==> config.mk <==
export PLATFORM = sky130hd
export DESIGN_NAME = imem_fetch_responder_flat
export DESIGN_NICKNAME = d
export VERILOG_FILES = /design/src/rtl/imem_fetch_responder_pkg.sv /design/src/rtl/imem_fetch_responder_if.sv /design/src/rtl/imem_fetch_responder_watchdog.sv /design/src/rtl/imem_fetch_responder.sv /design/src/flat_wrapper.sv
export SDC_FILE = /design/constraint.sdc
export NUM_CORES = 1
export LEC_CHECK = 0
export ABC_CLOCK_PERIOD_IN_PS = 2700
export CORE_ASPECT_RATIO = 1.1
export CORE_MARGIN = 5
export CORE_UTILIZATION = 41
export CTS_CLUSTER_DIAMETER = 50
export DETAILED_ROUTE_END_ITERATION = 12
export PLACE_DENSITY = 0.8
export SLEW_MARGIN = 25
export SYNTH_ARGS = -nofsm -noshare
export SYNTH_HDL_FRONTEND = slang
export SYNTH_HIERARCHICAL = 1
export SYNTH_SLANG_ARGS = --single-unit
==> constraint.sdc <==
create_clock -name clk -period 2.7 [get_ports clk]
set_input_delay 0.27 -clock clk [delete_from_list [all_inputs] [get_ports clk]]
set_output_delay 0.27 -clock clk [all_outputs]
set_load 0.01 [all_outputs]
==> src/rtl/imem_fetch_responder_pkg.sv <==
// Shared types and constants for the instruction fetch responder.
package fetch_pkg;

    // Responder FSM states
    typedef enum logic [1:0] {
        IDLE  = 2'b00,
        REQ   = 2'b01,
        WAIT  = 2'b10,
        VALID = 2'b11
    } ifr_state_t;

    // Word handed to the fetch stage when no real instruction is available (addi x0,x0,0)
    localparam logic [31:0] NOP_INSTR = 32'h0000_0013;

endpackage

==> src/rtl/imem_fetch_responder_if.sv <==
// Instruction-memory read port: req/gnt address phase plus rvalid data phase.
interface imem_fetch_responder_if #(
    parameter int size = 32
);
    logic              mem_req_o;
    logic [size-1:0]   mem_addr_o;
    logic              mem_gnt_i;
    logic              mem_rvalid_i;
    logic [size-1:0]   mem_rdata_i;

    // Responder side drives the request, memory side answers
    modport master (
        output mem_req_o,
        output mem_addr_o,
        input  mem_gnt_i,
        input  mem_rvalid_i,
        input  mem_rdata_i
    );

    modport slave (
        input  mem_req_o,
        input  mem_addr_o,
        output mem_gnt_i,
        output mem_rvalid_i,
        output mem_rdata_i
    );
endinterface

==> src/rtl/imem_fetch_responder_watchdog.sv <==
// Watchdog for a hung memory: counts cycles while enabled and pulses
// o_expire on the cycle the count reaches TIMEOUT-1.
module fetch_watchdog #(
    parameter int TIMEOUT = 64
) (
    input  logic clk,
    input  logic reset,
    input  logic i_clear,
    input  logic i_enable,
    output logic o_expire
);
    localparam int TO_W = $clog2(TIMEOUT + 1);
    localparam logic [TO_W-1:0] LAST_COUNT = TO_W'(TIMEOUT - 1);

    logic [TO_W-1:0] r_count;

    // Cycle counter: cleared whenever the responder is not waiting on data
    always_ff @(posedge clk or negedge reset) begin
        if (!reset) begin
            r_count <= '0;
        end else if (i_clear) begin
            r_count <= '0;
        end else if (i_enable) begin
            r_count <= r_count + TO_W'(1);
        end
    end

    assign o_expire = i_enable & (r_count == LAST_COUNT);

endmodule

==> src/rtl/imem_fetch_responder.sv <==
// Memory-side partner of the fetch stage. Issues one outstanding read at a
// time, returns the word with a valid flag held under bubble, drops stale
// data after a redirect and substitutes a faulting NOP on timeout.
// Optional feature: define IFETCH_ALIGN_CHECK_EN to fault misaligned PCs
// without touching memory.
module imem_fetch_responder #(
    parameter int size    = 32,
    parameter int TIMEOUT = 64
) (
    input  logic                           clk,
    input  logic                           reset,
    input  logic [size-1:0]                pc_i,
    input  logic                           buble_i,
    input  logic                           flush_i,
    output logic [size-1:0]                instruction_o,
    output logic                           instruction_valid_o,
    output logic                           fetch_fault_o,
    imem_fetch_responder_if.master         mem
);
    import fetch_pkg::*;

    ifr_state_t      r_state;
    ifr_state_t      w_nextState;
    logic            r_firstReq;
    logic            r_discard;
    logic [size-1:0] r_addr;
    logic [size-1:0] r_instr;
    logic            r_valid;
    logic            r_fault;

    logic            w_gnt;
    logic            w_expire;
    logic            w_misalign;
    logic            w_dropResp;

    fetch_watchdog #(
        .TIMEOUT (TIMEOUT)
    ) u_watchdog (
        .clk      (clk),
        .reset    (reset),
        .i_clear  (r_state != WAIT),
        .i_enable (r_state == WAIT),
        .o_expire (w_expire)
    );

`ifdef IFETCH_ALIGN_CHECK_EN
    assign w_misalign = (r_state == REQ) & r_firstReq & ~flush_i & (|pc_i[1:0]);
`else
    assign w_misalign = 1'b0;
`endif

    // A flush on the first REQ cycle withholds the request so the new target
    // can be sampled next cycle without ever changing a live address.
    assign mem.mem_req_o  = (r_state == REQ) & ~(r_firstReq & flush_i) & ~w_misalign;
    assign mem.mem_addr_o = ((r_state == REQ) && r_firstReq) ? pc_i : r_addr;

    assign w_gnt      = mem.mem_req_o & mem.mem_gnt_i;
    assign w_dropResp = r_discard | flush_i;

    // Next-state selection; flush always beats bubble and a redirected or
    // abandoned transaction always goes back to REQ to fetch the new target
    always_comb begin
        w_nextState = r_state;
        case (r_state)
            IDLE:  w_nextState = REQ;
            REQ: begin
                if (w_misalign) begin
                    w_nextState = VALID;
                end else if (w_gnt) begin
                    w_nextState = WAIT;
                end
            end
            WAIT: begin
                if (mem.mem_rvalid_i || w_expire) begin
                    w_nextState = w_dropResp ? REQ : VALID;
                end
            end
            VALID: begin
                if (flush_i || !buble_i) begin
                    w_nextState = REQ;
                end
            end
            default: w_nextState = IDLE;
        endcase
    end

    // State, latched address, discard flag and registered fetch-side outputs
    always_ff @(posedge clk or negedge reset) begin
        if (!reset) begin
            r_state    <= IDLE;
            r_firstReq <= 1'b0;
            r_discard  <= 1'b0;
            r_addr     <= '0;
            r_instr    <= '0;
            r_valid    <= 1'b0;
            r_fault    <= 1'b0;
        end else begin
            r_state    <= w_nextState;
            r_firstReq <= (w_nextState == REQ) &&
                          ((r_state != REQ) || (r_firstReq && flush_i));
            if ((r_state == REQ) && r_firstReq) begin
                r_addr <= pc_i;
            end
            case (r_state)
                REQ: begin
                    if (w_misalign) begin
                        r_instr <= size'(NOP_INSTR);
                        r_fault <= 1'b1;
                        r_valid <= 1'b1;
                    end else if (!r_firstReq && flush_i) begin
                        r_discard <= 1'b1;
                    end
                end
                WAIT: begin
                    if (mem.mem_rvalid_i) begin
                        r_discard <= 1'b0;
                        if (!w_dropResp) begin
                            r_instr <= mem.mem_rdata_i;
                            r_fault <= 1'b0;
                            r_valid <= 1'b1;
                        end
                    end else if (w_expire) begin
                        r_discard <= 1'b1;
                        if (!w_dropResp) begin
                            r_instr <= size'(NOP_INSTR);
                            r_fault <= 1'b1;
                            r_valid <= 1'b1;
                        end
                    end else if (flush_i) begin
                        r_discard <= 1'b1;
                    end
                end
                VALID: begin
                    if (flush_i || !buble_i) begin
                        r_valid <= 1'b0;
                        r_fault <= 1'b0;
                    end
                end
                default: begin
                end
            endcase
        end
    end

    assign instruction_o       = r_instr;
    assign instruction_valid_o = r_valid;
    assign fetch_fault_o       = r_fault;

`ifndef SYNTHESIS
    // Memory must only return data while a read is outstanding
    a_rvalidOnlyInWait: assert property (
        @(posedge clk) disable iff (!reset) mem.mem_rvalid_i |-> (r_state == WAIT)
    ) else $error("mem_rvalid_i asserted outside WAIT");
`endif

endmodule

==> src/flat_wrapper.sv <==
// flat-port wrapper written by rule: the top's interface ports become plain ports
module imem_fetch_responder_flat import fetch_pkg::*;
#(
    parameter int size    = 32,
    parameter int TIMEOUT = 64
)
  (clk, reset, pc_i, buble_i, flush_i, instruction_o, instruction_valid_o, fetch_fault_o, mem_mem_req_o, mem_mem_addr_o, mem_mem_gnt_i, mem_mem_rvalid_i, mem_mem_rdata_i);
  imem_fetch_responder_if #(.size(size)) mem_i ();
  input  logic clk;
  input  logic reset;
  input  logic [size-1:0] pc_i;
  input  logic buble_i;
  input  logic flush_i;
  output logic [size-1:0] instruction_o;
  output logic instruction_valid_o;
  output logic fetch_fault_o;
  output wire logic [$bits(mem_i.mem_req_o)-1:0] mem_mem_req_o;
  output wire logic [$bits(mem_i.mem_addr_o)-1:0] mem_mem_addr_o;
  input wire logic [$bits(mem_i.mem_gnt_i)-1:0] mem_mem_gnt_i;
  input wire logic [$bits(mem_i.mem_rvalid_i)-1:0] mem_mem_rvalid_i;
  input wire logic [$bits(mem_i.mem_rdata_i)-1:0] mem_mem_rdata_i;
  assign mem_mem_req_o = mem_i.mem_req_o;
  assign mem_mem_addr_o = mem_i.mem_addr_o;
  assign mem_i.mem_gnt_i = mem_mem_gnt_i;
  assign mem_i.mem_rvalid_i = mem_mem_rvalid_i;
  assign mem_i.mem_rdata_i = mem_mem_rdata_i;
  imem_fetch_responder #(.size(size), .TIMEOUT(TIMEOUT)) u_core (.clk(clk), .reset(reset), .pc_i(pc_i), .buble_i(buble_i), .flush_i(flush_i), .instruction_o(instruction_o), .instruction_valid_o(instruction_valid_o), .fetch_fault_o(fetch_fault_o), .mem(mem_i));
endmodule
# After elaboration in Yosys (flattened, before gate mapping)
# Cells that the tools add are included.
[totals]
ff_bits = 77
inputBits = 70
output_inout_bits = 67
wordCells = 73
[classes]
addsub = 1
n_eq_ne = 12
n_mux = 27
bitwise_logic = 7
n_reduce_logical = 18
[op_table]
columns = ["op", "count"]
rows = [
  ["$mux 32", 5],
  ["$mux 7", 2],
  ["$mux 1", 12],
  ["$reduce_and 3->1", 3],
  ["$mux 2", 4],
  ["$pmux 2 s4", 1],
  ["$reduce_bool 2->1", 4],
  ["$add 7x1->7 const B", 1],
  ["$eq 7x6->1 const B", 1],
  ["$ne 2x2->1 const B", 3],
  ["$pmux 1 s2", 3],
  ["$and 1x1->1", 4],
  ["$eq 2x1->1 const B", 2],
  ["$eq 2x2->1 const B", 2],
  ["$logic_and 1x1->1", 4],
  ["$ne 2x1->1 const B", 2],
  ["$ne 4x3->1 const B", 1],
  ["$reduce_and 4->1", 1],
  ["$logic_or 1x1->1", 3],
  ["$ne 3x2->1 const B", 1],
  ["$logic_not 1->1", 2],
  ["$logic_not 2->1", 1],
  ["$not 1->1", 2],
  ["$or 1x1->1", 1],
]

# Longest topological paths before layout
# Gate-level depths: netlist of run 1.
[depth]
word_depth = 8
ltp_mapped = 12
mapped_depth_nobuf = 8

# Hierarchy
# Netlist of run 1, hierarchy kept.
[by_module_without_submodules]
columns = ["module", "instances", "cells_each", "area_per_inst_um2", "seq_area_each_um2"]
rows = [
  ["imem_fetch_responder", 1, 173, 2646.3, 1751.7],
  ["fetch_watchdog", 1, 32, 335.3, 175.2],
]

# Worst setup path after synthesis of run 1
# No wires, ideal clock.
[synth_path]
kind = "register to register"
from = "register u_core.r_state[0]"
to = "register u_core.r_instr[24], in the netlist u_core/instruction_o[24]"
setup_ps = 121
arrival_time_ps = 2292
t_required_ps = 2579
slack_ps = 287
path_stages_with_launch = 13
path_buffers = 4
period_less_slack_ps = 2413
cell_sequence = "dfrtp_1 -> buf_6 -> nand2b_4 -> clkinv_2 -> buf_6 -> nand3_1 -> or3_1 -> inv_1 -> o21ai_2 -> or3_1 -> buf_6 -> buf_6 -> a22o_1"
[synth_via]
elab_chain_cells = 4
[synth_rtl]
columns = ["item", "line", "rtl"]
rows = [
  ["start: declaration", "imem_fetch_responder.sv:22", "ifr_state_t r_state;"],
  ["start signal: assignment", "imem_fetch_responder.sv:98", "r_state <= w_nextState;"],
  ["$eq 2x2->1", "imem_fetch_responder.sv:42", ".i_enable (r_state == WAIT),"],
  ["$and 1x1->1", "imem_fetch_responder_watchdog.sv:28", "assign o_expire = i_enable & (r_count == LAST_COUNT);"],
  ["net u_core.w_expire", "imem_fetch_responder.sv:32", "logic w_expire;"],
  ["$reduce_bool 2->1 (no line)", "--", ""],
  ["$reduce_and 3->1 (no line)", "--", ""],
  ["end signal: assignment", "imem_fetch_responder.sv:107", "r_instr <= size'(NOP_INSTR);"],
  ["end signal: assignment", "imem_fetch_responder.sv:118", "r_instr <= mem.mem_rdata_i;"],
  ["end signal: assignment", "imem_fetch_responder.sv:125", "r_instr <= size'(NOP_INSTR);"],
  ["end: declaration", "imem_fetch_responder.sv:27", "logic [size-1:0] r_instr;"],
]
# The timed path passes the listed nets, and every way through them passes these cells.
# A chain may end at the register's enable or synchronous reset.

# Final worst setup path of run 1
[layout_path]
from = "register u_core.r_state[1]"
to = "output port mem_mem_addr_o[29]"
[layout_via]
elab_chain_cells = 3
[layout_rtl]
columns = ["item", "line", "rtl"]
rows = [
  ["$eq 2x1->1", "imem_fetch_responder.sv:55", "assign mem.mem_addr_o = ((r_state == REQ) && r_firstReq) ? pc_i : r_addr;"],
  ["$logic_and 1x1->1", "imem_fetch_responder.sv:55", ""],
  ["$mux 32", "imem_fetch_responder.sv:55", ""],
  ["end: declaration", "flat_wrapper.sv:18", "output wire logic [$bits(mem_i.mem_addr_o)-1:0] mem_mem_addr_o;"],
]
# Every way passes these cells.

==> results.md, run 1 <==
- The number of violations reported at the end of detailed-routing iteration 0 is approximately 60.
- Pin placement for this block handled around 140 I/O pins.
- The largest clock skew in the final design is approximately 0.0067 ns.
- The synthesis warning total is 6.
- The path type of the worst setup path is flip-flop to output pin.
- The number of nets in the final layout is 419.
- Among all stages on the critical path, the largest delay is contributed by sky130_fd_sc_hd__clkdlybuf4s50_1.
- The total clock buffers created by CTS is 9.
- Setup repair after global routing left no endpoint under its margin.
- Measured against its own limit, the worst slew margin works out to roughly 54%.
- The top cell type by area accounts for 64.6% of the synthesized area.
- For this run, asynchronously set or reset flops after synthesis account for 100%.
- For the final routed database, the setup TNS stands at 0 ns.
- The count of flip-flops with a built-in enable after synthesis is 0.
- The clock net in this run drives a total of 77 sinks.
- The arrival time of the worst setup path is approximately 2.2 ns.
- The number of endpoints with negative hold slack in the final report is 52.
- After clock tree synthesis, the clock-pin slew on the worst setup and hold paths is around 0.070 ns.
- The critical path crosses 4 cells after its start point.
- The critical path goes through nand3b_1 > buf_4 > mux2_2 > clkdlybuf4s50_1.
- The number of buffers inserted for hold repair after clock tree synthesis is 0.
- The floorplan has 32 rows.
- In this design, the stage delay of the slowest critical-path cell is 0.50 ns.
- The final global-route overflow total is 0.
- The maximum operating frequency is slightly above 400 MHz.
- The global placement routability congestion is slightly below 0.9.
- In this run the worst setup path begins at u_core/r_state[1].
- By area the synthesized netlist is led by sky130_fd_sc_hd__dfrtp_1 (65%), sky130_fd_sc_hd__mux2_2 (12%), sky130_fd_sc_hd__a22o_1 (8.5%).
- Across the VDD grid, the largest voltage drop is 0.000583 V.
- The ratio of cells with drive above 1 in the final layout is around 17%.
- The required time at the worst-slack endpoint is roughly 2.4 ns.
- The wire length of the first global-routing pass is about 12000 um.
- Summing every instance area after synthesis gives 0.00298 mm^2.
- STA classifies the critical path startpoint as a flip-flop.
- Summed over all layers, the routed wires come to about 7700 um.
- The commonest cells after synthesis are sky130_fd_sc_hd__dfrtp_1 (77), sky130_fd_sc_hd__mux2_2 (33), sky130_fd_sc_hd__a22o_1 (29), sky130_fd_sc_hd__nor2_1 (7), sky130_fd_sc_hd__buf_2 (6).
- The placed wire-length estimate is a little under 6000 um.
- Power spread over the standard cell area amounts to 1100 mW/mm^2.
- The minimum setup slack in the final design is 0.232 ns.
- Counting cells, the worst reg-to-reg path comes to 9.
- The flow ran to the end, but the final reports show violations.
- Entering global routing, the biggest net connects about 80 pins.
- Measured along the x axis, the die boundary spans between 90 and 100 um.
- The final reports fail on hold timing.
- The leakage power summed over all cells is between 1.5 and 2 nW.
- The area inside the core boundary is around 0.0070 mm^2.
- Setup violations remaining at the end of the flow were counted as 0.
- The clock period minus final worst setup slack is roughly 2.5 ns.
- The die outline area is a little over 0.009 mm^2.
- Synthesis produced a netlist whose cell count is about 200.
- In the routed design, unresolved DRC markers number 0.
- Max-cap violations in this run came to 0.
- The startpoint of the worst register-to-register path is u_core/r_state[0].
- The sequential-to-total area share from yosys stat is 64.6%.
- The share of the clock period used by the worst path is roughly nine tenths.
- From bottom edge to top edge, the die measures between 90 and 100 um.
- Relative to the synthesized area, the layout overhead comes to 54.0%.
- The setup slack after placement is 0.366 ns.
- The biggest fanout along the worst timing path is 25.
- TritonCTS built the clock tree.
- For this configuration, the core starts out at a cell density of between 40% and 50%.
- The clock latency of the later-clocked register in the worst-skew pair is approximately 0.33 ns.
- The total setup buffers inserted after CTS is 0.
- The kind of cell adding the most delay to the critical path is buffers and inverters.
- Among all cell types in the netlist, the one instantiated most often is sky130_fd_sc_hd__dfrtp_1.
- The capturing element type of the critical path is an output pin.
- The transition time at the pin with the least slew margin is 0.696 ns.
- The level count of the clock H-tree is 3.
- The synthesized area divided by synthesized cell count is around 15 um^2.
- The worst-case register-to-register setup slack is about 0.35 ns.
- For this run, the leading register cell type out of synthesis is sky130_fd_sc_hd__dfrtp_1.
- The detail route stage leaves a number of antenna-violating nets equal to 0.
- The clock passes through at most 2 buffers.
- The number of max-slew violations in the final report is 0.
- Dividing the detail-routed via count by the number of cells gives just over 5.
- The initial antenna violation count is 0.
- The buffer cell driving the clock tree root is sky130_fd_sc_hd__clkbuf_8.
- Together, buffers and inverters on the worst path number 2.
- The via count of the first global-routing pass is about 2400.
- The net count after synthesis is 276.
- Counting flops and latches in the post-synthesis netlist gives between 70 and 80.
- The wire length per cell is 17.5 um.
- The class of the worst hold path is input pin to async pin.
- The minimum hold slack is -0.0559 ns.
- The count of inserted antenna diode cells is 0.
- The pre-antenna-repair detailed-routing pass consisted of 4 iterations.
- The post-cts resize count is 0.
- The critical path ends at mem_mem_addr_o[29].
- The number of buffers inserted by port buffering is approximately 140.
- Summed over all instances, the cell type with the most area after synthesis is sky130_fd_sc_hd__dfrtp_1.
- The number of different library cells used by synthesis comes to 34.
- The via count is ~2200.
- The worst flop-to-flop path endpoint is u_core/instruction_o[10].
- The global-route total usage across every layer is 17.2%.
cells in the final DEF, fill, tap and decap left out, drive strengths merged, types with 3 or more instances in the layout:
cell and count:
a21oi 5, a22o 29, buf 8, clkbuf 11, clkdlybuf4s50 135, clkinv 3, dfrtp 77, mux2 33
nand2 4, nand2b 3, nand3 3, nor2 7, o21ai 5, o22a 3, or3 3, xor2 3
cells by family after synthesis:
family / share of synthesized area, %
compound gates: 12.5
xor+xnor: 1.18
fa+ha+maj: 0.420
buf+inv: 2.94
flops: 64.6
mux: 12.8
simple gates: 5.58
cell type report:
class	instances	area, um^2
Clock buffer	11	141
Clock inverter	4	25.0
Fill cell	555	2460
Inverter	2	8.76
Multi-Input combinational cell	115	967
Sequential cell	77	1930
Tap cell	85	106
Timing Repair Buffer	143	1420
worst reg2reg max path: stages (launching register included):
cell	delay [ns]
sky130_fd_sc_hd__dfrtp_1	0.45
sky130_fd_sc_hd__nand2b_4	0.22
sky130_fd_sc_hd__clkinv_2	0.07
sky130_fd_sc_hd__nand3_1	0.09
sky130_fd_sc_hd__or3_1	0.38
sky130_fd_sc_hd__inv_1	0.16
sky130_fd_sc_hd__o21ai_2	0.08
sky130_fd_sc_hd__or3_1	0.32
sky130_fd_sc_hd__buf_4	0.21
sky130_fd_sc_hd__a22o_1	0.25
sequential cells by signal (all words and copies together), names as in the netlist:
| signal | cells |
|---|---|
| u_core/r_state | 2 |
| u_core/instruction_valid_o | 1 |
| u_core/r_discard | 1 |
| u_core/r_addr | 32 |
| u_core/r_firstReq | 1 |
| u_core/instruction_o | 32 |
| u_core/u_watchdog/r_count | 7 |
| u_core/fetch_fault_o | 1 |
power by group:
part / switching, W / leakage (nW) / internal (W)
Clock: 0.000381 / 0.0812 / 0.000351
Combinational: 0.000947 / 0.914 / 0.00154
Sequential: 0.000219 / 0.975 / 0.00163
Total: 0.00155 / 1.97 / 0.00352
stage by stage:
step / std cells / total power (W) / utilization, % / hold WS (ns) / area [um^2]
after global routing: 437 / 0.00537 / 65.1 / 0.00779 / 4590
final: 437 / 0.00506 / 65.1 / -0.0559 / 4590
after floorplan: 205 / 0.00297 / - / -0.0256 / 2980
after detailed placement: 422 / 0.00439 / 62.7 / 0.473 / 4420
after CTS: 437 / 0.00515 / 65.1 / 0.110 / 4590
after global placement: 422 / 0.00432 / 62.7 / 0.467 / 4420
how the worst min path moves through the flow:
stage,from,end,cells after the start
6_report,reset,u_core/instruction_o[0],1
3_5_place_dp,u_core/instruction_valid_o,u_core/instruction_valid_o,1
3_3_place_gp,reset,u_core/instruction_o[0],1
5_1_grt,reset,u_core/instruction_o[0],1
2_1_floorplan,reset,u_core/fetch_fault_o,0
4_1_cts,reset,u_core/instruction_o[0],1
per-layer routing:
metal / share of wire (%) / routed length [um] / GRT usage [%] / vias to the layer above
met5: 0 / 0 / 0 / -
met4: 0.44 / 34 / 5.42 / 0
met3: 6.0 / 457 / 3.93 / 5
met2: 53 / 4050 / 29.9 / 85
met1: 41 / 3110 / 21.1 / 1108
li1: - / - / - / 1033
No activity file was read; power rests on OpenSTA's default activity.
==> run 2, diff against run 1 <==
--- a/config.mk
+++ b/config.mk
@@ -12,6 +12,7 @@
 export CTS_CLUSTER_DIAMETER = 50
 export DETAILED_ROUTE_END_ITERATION = 12
 export PLACE_DENSITY = 0.8
+export SKIP_CTS_REPAIR_TIMING = 1
 export SLEW_MARGIN = 25
 export SYNTH_ARGS = -nofsm -noshare
 export SYNTH_HDL_FRONTEND = slang
==> results of run 2 <==
The final DEF is identical to that of run 1; final timing and power are the same.
==> run 3, diff against run 2 <==
--- a/config.mk
+++ b/config.mk
@@ -6,6 +6,7 @@
 export NUM_CORES = 1
 export LEC_CHECK = 0
 export ABC_CLOCK_PERIOD_IN_PS = 2700
+export CAP_MARGIN = 5
 export CORE_ASPECT_RATIO = 1.1
 export CORE_MARGIN = 5
 export CORE_UTILIZATION = 41
==> constraint.sdc (replaced) <==
create_clock -name clk -period 2.7 [get_ports clk]
set_input_delay 0.81 -clock clk [delete_from_list [all_inputs] [get_ports clk]]
set_output_delay 0.81 -clock clk [all_outputs]
set_load 0.01 [all_outputs]
==> results.md, run 3 (synthesis gave the netlist of run 1 again) <==
- The width of the die is 91.3 um (unchanged).
- The clock period minus final worst setup slack came to 2.49 ns (+0.0215 ns).
- The largest voltage drop on the vdd net came to 0.000670 V (+15%).
- The number of rows created at floorplan was 32 (unchanged).
- The switching part of the total power is 29.2% (-1.3 points).
- The count of inserted antenna diode cells was 0 (unchanged).
- The global-route total usage across every layer is 17.2% (+0.037 points).
- The wire length per cell was 17.5 um (-0.20%).
- The placed wire-length estimate was 5740 um (-2.3%).
- The critical path is of the input pin to output pin type.
- The number of violations reported at the end of detailed-routing iteration 0 is 64 (+4.9%).
- The clock tree from TritonCTS is done.
- The initial antenna violation count is 0 (unchanged).
- The arrival time of the worst setup path is 1.68 ns (-0.52 ns).
- The total of fill cells in the finished design is 549 (-1.1%).
- The share of total power in the clock network is 19.5% (+5.1 points).
- The internal power contribution is 0.00376 W (+6.8%).
- The via count of the first global-routing pass came to 2461 (+1.9%).
- The library cell used most frequently in the layout, excluding fill and tap cells, is sky130_fd_sc_hd__clkdlybuf4s50_1.
- The top-level port count is 137 (unchanged).
- The maximum operating frequency is 402 MHz (-0.86%).
- The switching power is 0.00155 W (+0.43%).
- The total clock buffers created by CTS is 9 (unchanged).
- The number of max-slew violations in the final report came to 0 (unchanged).
- The die boundary height is 99.4 um (unchanged).
- The starting density of the core is 42.3% (unchanged).
- The required time at the worst-slack endpoint was 1.89 ns (-0.54 ns).
- The routed via count divided by cell count was 5.00 (-2.0%).
- The total wire length after detailed routing is 7730 um (+0.94%).
- The transition time at the pin with the least slew margin was 0.526 ns (-0.170 ns).
- The power consumption came to 0.00531 W (+4.9%).
- The maximum clock path buffer count is 2 (unchanged).
- The relative slew slack was 64.9% (+11 points).
- The pin count of the biggest net entering global routing was 41 (-47%).
- The largest clock skew in the final design is 0.0106 ns (+0.00383 ns).
- The kind of start point of the critical path is an input pin.
- The die outline area came to 0.00908 mm^2 (unchanged).
- The wire length of the first global-routing pass came to 12400 um (-0.22%).
- The share of the clock period used by the worst path is 92.2% (+0.79 points).
- The via count came to 2212 (-0.85%).
- The global placement routability congestion is 0.824 (-7.8%).
- Setup repair after global routing left no endpoint under its margin.
- The tightest min-delay check is of the input pin to async pin type.
- The post-synthesis to final-layout area growth is 60.9%.
- The DRC violations left is 0 (unchanged).
- The area inside the core boundary is 0.00705 mm^2 (unchanged).
- The number of nets in the final layout is 423 (+0.95%).
- The combinational share of power is 46.2% (-2.8 points).
- The register share of total power is 34.3% (-2.2 points).
- The number of setup violations in the final report is 0 (unchanged).
- The library cells used most frequently in the layout, excluding fill and tap cells, are sky130_fd_sc_hd__clkdlybuf4s50_1 (102), sky130_fd_sc_hd__dfrtp_1 (77), sky130_fd_sc_hd__dlymetal6s2s_1 (33), sky130_fd_sc_hd__mux2_2 (33), sky130_fd_sc_hd__a22o_1 (29).
- The buffer cell driving the clock tree root is sky130_fd_sc_hd__clkbuf_8.
- The biggest fanout along the worst timing path is 2 (-92%).
- The number of max-cap violations is 0 (unchanged).
- The clock sink count is 77 (unchanged).
- The cell area power density was 1110 mW/mm^2 (+0.34%).
- The number of endpoints with negative hold slack in the final report is 0 (-100%).
- The number of buffers inserted by port buffering is 136 (unchanged).
- The number of iterations in the first detailed-routing pass came to 4 (unchanged).
- The clock latency of the later-clocked register in the worst-skew pair is 0.33 ns (about the same).
- The number of routed nets with antenna violations came to 0 (unchanged).
- The instance area at placement came to 0.00448 mm^2 (+1.2%).
- STA classifies the critical path endpoint as an output pin.
- The level count of the clock H-tree is 3 (unchanged).
- The flow ran to the end, and the final reports show no timing, DRC or antenna violations.
- The clock slew at the register clock pins of the worst setup and hold paths is 0.07 ns (about the same).
- The leakage power summed over all cells came to 2.34 nW (+19%).
- The cell area after layout is 0.00480 mm^2 (+4.5%).
- The ratio of cells with drive above 1 in the final layout is 17.6% (+0.89 points).
- The final global-route overflow total is 0 (unchanged).
[run 3: cell types whose count changed in the layout (fill, tap and decap cells not counted), sizes merged]
cell | before | now
clkinvlp | 2 | 0
bufinv | 0 | 3
buf | 8 | 12
dlymetal6s2s | 0 | 33
clkbuf | 11 | 12
clkinv | 3 | 2
clkdlybuf4s50 | 135 | 102
[run 3: worst max-delay path, cell delays in order]
cell,delay [ns]
sky130_fd_sc_hd__clkdlybuf4s50_1,0.40
sky130_fd_sc_hd__mux2_2,0.29
sky130_fd_sc_hd__dlymetal6s2s_1,0.18
[run 3: routing by layer]
layer / GRT usage, % / wire (um) / vias to the layer above
li1: - / - / 1045
met1: 20.6 / 3110 / 1081
met4: 4.40 / 60 / 0
met2: 29.9 / 4140 / 80
met5: 0 / 0 / -
met3: 5.52 / 421 / 6
[run 3: worst paths after layout]
check,start,endpoint,slack [ns],depth (start not counted)
max reg2reg,u_core/r_state[0],u_core/instruction_o[26],0.26,10
min in group clk,u_core/instruction_valid_o,u_core/instruction_valid_o,0.49,1
min reg2reg,u_core/instruction_valid_o,u_core/instruction_valid_o,0.49,1
min,reset,u_core/instruction_o[6],0.45,1
max,pc_i[1],mem_mem_addr_o[1],0.21,3
max in group asynchronous,reset,u_core/r_addr[10],1.67,2
[run 3: area by class of cell]
class | instances | area [um^2] | share of cell area, %
Clock buffer | 12 | 145 | 3.02
Clock inverter | 4 | 95.1 | 1.98
Inverter | 2 | 8.76 | 0.183
Multi-Input combinational cell | 115 | 967 | 20.2
Sequential cell | 77 | 1930 | 40.2
Tap cell | 85 | 106 | 2.22
Timing Repair Buffer | 147 | 1550 | 32.3
[run 3: per-stage QoR]
step	hold slack (ns)	TNS [ns]	utilization, %	cells	setup WS (ns)
after detailed placement	0.482	-2.65	63.5	426	-0.105
after CTS	0.450	-3.03	66.9	442	-0.121
after global placement	0.475	-2.28	63.5	426	-0.101
after floorplan	0.512	0	-	205	0.287
final	0.447	0	68.1	442	0.211
after global routing	0.471	0	68.1	442	0.121
[run 3: power groups by stage]
| stage | clock network [W] | registers [W] | logic [W] |
|---|---|---|---|
| after CTS | 0.00106 | 0.00182 | 0.00260 |
| after detailed placement | 0 | 0.00184 | 0.00259 |
| final | 0.00103 | 0.00182 | 0.00245 |
| after global placement | 0 | 0.00181 | 0.00254 |
| after global routing | 0.00111 | 0.00188 | 0.00263 |
| after floorplan | 0 | 0.00191 | 0.00106 |
==> RTL change 1 (settings of run 2) <==
The 4 states of `ifr_state_t` get a one-hot encoding in 4 bits.
--- a/src/rtl/imem_fetch_responder_pkg.sv
+++ b/src/rtl/imem_fetch_responder_pkg.sv
@@ -2,11 +2,11 @@
 package fetch_pkg;
 
     // Responder FSM states
-    typedef enum logic [1:0] {
-        IDLE  = 2'b00,
-        REQ   = 2'b01,
-        WAIT  = 2'b10,
-        VALID = 2'b11
+    typedef enum logic [3:0] {
+        IDLE  = 4'b0001,
+        REQ   = 4'b0010,
+        WAIT  = 4'b0100,
+        VALID = 4'b1000
     } ifr_state_t;
 
     // Word handed to the fetch stage when no real instruction is available (addi x0,x0,0)
Check against the original RTL: same outputs for any inputs over 10 cycles, from zero or initial values and one cycle with reset low; not proved beyond that.
==> RTL change 1 against run 2 <==
Clock power grew 31%. Combinational power down 17%. Wire length up 4.7%. Count of clock-buffer cells in the layout is 1 lower. Via count increased by 16%. First-iteration DRC count shrank 18%. Synthesized area up 8.4%. Worst setup slack got worse by 61 ps. Critical path depth is 6 higher. Total power fell by 3.8%. Sequential cell count rose by 2. Global-route usage is 0.49 points lower. Final area grew 10%.
==> RTL change 1: results (changes against run 2) <==
| Metric | Value |
|---|---|
| Via count | 2594 (+16%) |
| Multi-In Gates | 185 (+61%) |
| Placed Area | 4700 sq um (+6.4%) |
| Clock Skew | 12.8 ps (+6.04 ps) |
| Register share of the cell area | 0.392 (-0.0280) |
| Clock sinks | 79 (+2.6%) |
| Largest cells by area after synthesis | dfrtp_1 60%, mux2_2 11%, nand2_1 7.7%, nand3_1 4.8%, buf_6 1.4% |
| Worst Max-Slew Pin Slew | 688 ps (-7.72 ps) |
| Number of global-route vias before repair | 2696 (+12%) |
| DRT met1 WL | 3220 microns (+3.4%) |
| Nonclk buf count | 149 (+4.2%) |
| # fillers | 629 (+13%) |
| Reg2Reg Setup Slack | 170 ps (-180 ps) |
| Hold WC Path Type | reg2reg |
| Syn avg cell area | 11.3 sq um (-23%) |
| Max VDD drop | 378 uV (-35%) |
| Placed Cells | 525 (+24%) |
| Smallest hold slack | 470 ps (+526 ps) |
| Clock buf/inv share | 0.0433 (+0.00709) |
| Crit-path max cell delay | 550 ps (+50 ps) |
| Met3 Usage GRT | 0.0635 (+0.0242) |
| Post-route insts no fill | 543 (+24%) |
| Register area | 1980 sq um (+2.7%) |
| Top post-synthesis cells by count | 78 x dfrtp_1, 66 x nand2_1, 31 x mux2_2, 31 x nand3_1, 12 x nor2_1 |
| Status | finished, final reports clean |
| DR iter-0 viols | 50 (-18%) |
| Tot GR Track Use | 0.167 (-0.00486) |
| Routability cong. | 0.767 (-14%) |
| Met1 Resource Use GR | 0.193 (-0.0183) |
| Met2 wire len | 3980 microns (-1.8%) |
| Arrival time at the worst endpoint | 2760 ps (+560 ps) |
| Layout non-clock buf frac | 0.309 (+0.000310) |
| R2R depth | 10 (+1) |
| Final HPWL DP | 5910 microns (+0.48%) |
| Crit path time final | 2530 ps (+61.2 ps) |
| Worst r2r dst | u_core/instruction_o[20] |
| P_leak | 2.56 nW (+30%) |
| Nonclk inv count | 7 (+5) |
| Footprint of the multi-input gates | 1130 sq um (+17%) |
-- RTL change 1: changes by cell type after synthesis, moves of 3 or more --
cell and delta:
nand2_1 +62, a22o_1 -29, nand3_1 +28, inv_1 +6
nor2_1 +5, a31oi_1 +3, o21ai_0 +3, o22a_1 -3
-- RTL change 1: power by group through the flow --
stage                     logic [W]  clock network, W  registers (W)
final                       0.00206          0.000959        0.00186
after global routing        0.00224           0.00104        0.00191
after CTS                   0.00215          0.000983        0.00186
after detailed placement    0.00215                 0        0.00188
after global placement      0.00210                 0        0.00185
after floorplan            0.000806                 0        0.00193
-- RTL change 1: cell families after synthesis --
kind of cell,Yosys count,synth area share
multiplexers,33,0.115
flip-flops,79,0.612
buffers and inverters,23,0.0387
XOR/XNOR,5,0.0135
AND/OR/NAND/NOR,125,0.179
adder cells (fa/ha/maj),1,0.00387
AO/OA/AOI/OAI,21,0.0383
==> RTL change 2 (config.mk and constraints of run 2) <==
Without the edit above. The option `IFETCH_ALIGN_CHECK_EN` is turned on by a define.
--- a/src/rtl/imem_fetch_responder.sv
+++ b/src/rtl/imem_fetch_responder.sv
@@ -3,6 +3,8 @@
 // data after a redirect and substitutes a faulting NOP on timeout.
 // Optional feature: define IFETCH_ALIGN_CHECK_EN to fault misaligned PCs
 // without touching memory.
+`define IFETCH_ALIGN_CHECK_EN
+
 module imem_fetch_responder #(
     parameter int size    = 32,
     parameter int TIMEOUT = 64
Check against the original RTL: not equivalent (a bounded check fails within 4 cycles, from zero or initial values and one cycle with reset low).
==> RTL change 2 against run 2 <==
Synthesized area rose by 21%. Core utilization fell by 3.5 points. Count of clock-buffer cells in the layout increased by 1. Total power is 5.9% lower. Global-route usage is 0.98 points lower. Worst setup slack lost 43 ps. Sequential share of layout area down 5.2 points. Wire length is 13% higher. Sequential cell count did not move. Final area rose by 14%. Clock power grew 3.3%. Critical path type unchanged. Highest routed layer unchanged.
==> RTL change 2: results (changes against run 2) <==
| Metric | Value |
|---|---|
| DR iter-0 viols | 79 (+30%) |
| Status | finished, final reports clean |
| Post-route insts no fill | 525 (+20%) |
| Register area share after synthesis | 0.535 (-0.111) |
| Max VDD drop | 324 uV (-44%) |
| Clock Skew | 9.09 ps (+2.36 ps) |
| Share of layout cells above drive strength 1 | 0.217 (+0.0498) |
| Placed Cells | 508 (+20%) |
| # fillers | 668 (+20%) |
| Syn nets | 344 (+25%) |
| Post-DR vias/cell | 4.88 (-4.4%) |
| Number of global-route vias before repair | 2770 (+15%) |
| Mux contribution to synthesized area | 0.230 (+0.102) |
| # nets final | 484 (+16%) |
| P_leak | 2.40 nW (+22%) |
| First-pass GRT wire length | 13900 microns (+12%) |
| Detailed Route WL | 8640 microns (+13%) |
| Final HPWL DP | 6250 microns (+6.4%) |
| Largest cells by area after synthesis | dfrtp_1 53%, mux2_4 11%, mux2_2 11%, and3_1 5.0%, ha_1 1.7% |
| Slowest-stage cell, CP | clkdlybuf4s50_1 |
| Post-synthesis adder-cell area fraction | 0.0174 (+0.0132) |
| Hold WC Path Type | reg2reg |
| Synth Area in Compound Gates | 0.0625 (-0.0621) |
| Number of distinct standard cells referenced by the synthesized netlist | 41 (+21%) |
| Tot GR Track Use | 0.162 (-0.00981) |
| Xor and xnor area share after synthesis | 0.00973 (-0.00202) |
| Crit-path max cell delay | ~500 ps |
| Top post-synthesis cells by count | 77 x dfrtp_1, 34 x mux2_2, 29 x and3_1 |
-- RTL change 2: cell count changes after synthesis, moves of 5 or more --
cell and delta:
a22o_1 -28, and3_1 +28, mux2_4 +27, inv_1 +8, nor2_1 +6, a21oi_1 +5, clkbuf_1 +5, nand2_1 +5
-- RTL change 2: cell families after synthesis --
group / after synthesis
AOI/OAI and AO/OA: 29
xor gates and xnor gates: 4
adders and majority gates: 5
buffers and inverters: 24
DFF: 77
muxes: 65
and+or+nand+nor: 65
-- RTL change 2: per-stage QoR --
| step | setup slack, ps | hold slack (ps) | util | total power, W |
|---|---|---|---|---|
| after floorplan | 315 | -25.6 | - | 0.00300 |
| after global placement | 303 | 474 | 0.595 | 0.00400 |
| after detailed placement | 215 | 484 | 0.595 | 0.00406 |
| after CTS | 164 | 120 | 0.615 | 0.00483 |
| after global routing | 50.3 | 509 | 0.617 | 0.00505 |
| final | 190 | 497 | 0.617 | 0.00477 |
-- RTL change 2: cell type report --
type                            instances  share of cell area
Sequential cell                        77               0.368
Timing Repair Buffer                  144               0.277
Inverter                                9             0.00645
Clock buffer                           12              0.0277
Clock inverter                          4             0.00454
Multi-Input combinational cell        168               0.291
Tap cell                              111              0.0265
-- RTL change 2: worst paths after layout --
path | slack (ps) | to | cells after the start
setup / recovery | 190 | mem_mem_addr_o[31] | 6
hold / removal | 500 | u_core/r_addr[6] | 1
setup reg to reg | 200 | u_core/instruction_o[3] | 9
hold reg to reg | 500 | u_core/r_addr[6] | 1
max in group asynchronous | 1700 | u_core/u_watchdog/r_count[6] | 2
min in group asynchronous | 530 | u_core/r_addr[15] | 2
-- RTL change 2: report_power, final --
group / total [W] / internal, W / switching [W]
Combinational: 0.00240 / 0.00140 / 0.00100
Clock: 0.000755 / 0.000357 / 0.000398
Sequential: 0.00161 / 0.00149 / 0.000121
Total: 0.00477 / 0.00324 / 0.00152
-- RTL change 2: routing by layer --
layer	up-vias	global-route usage	routed length, microns	part of all wire
met3	8	0.0355	490	0.057
met2	88	0.265	4140	0.48
met1	1243	0.215	3920	0.45
met4	0	0.0507	87	0.010
met5	-	0	0	0
li1	1224	-	-	-
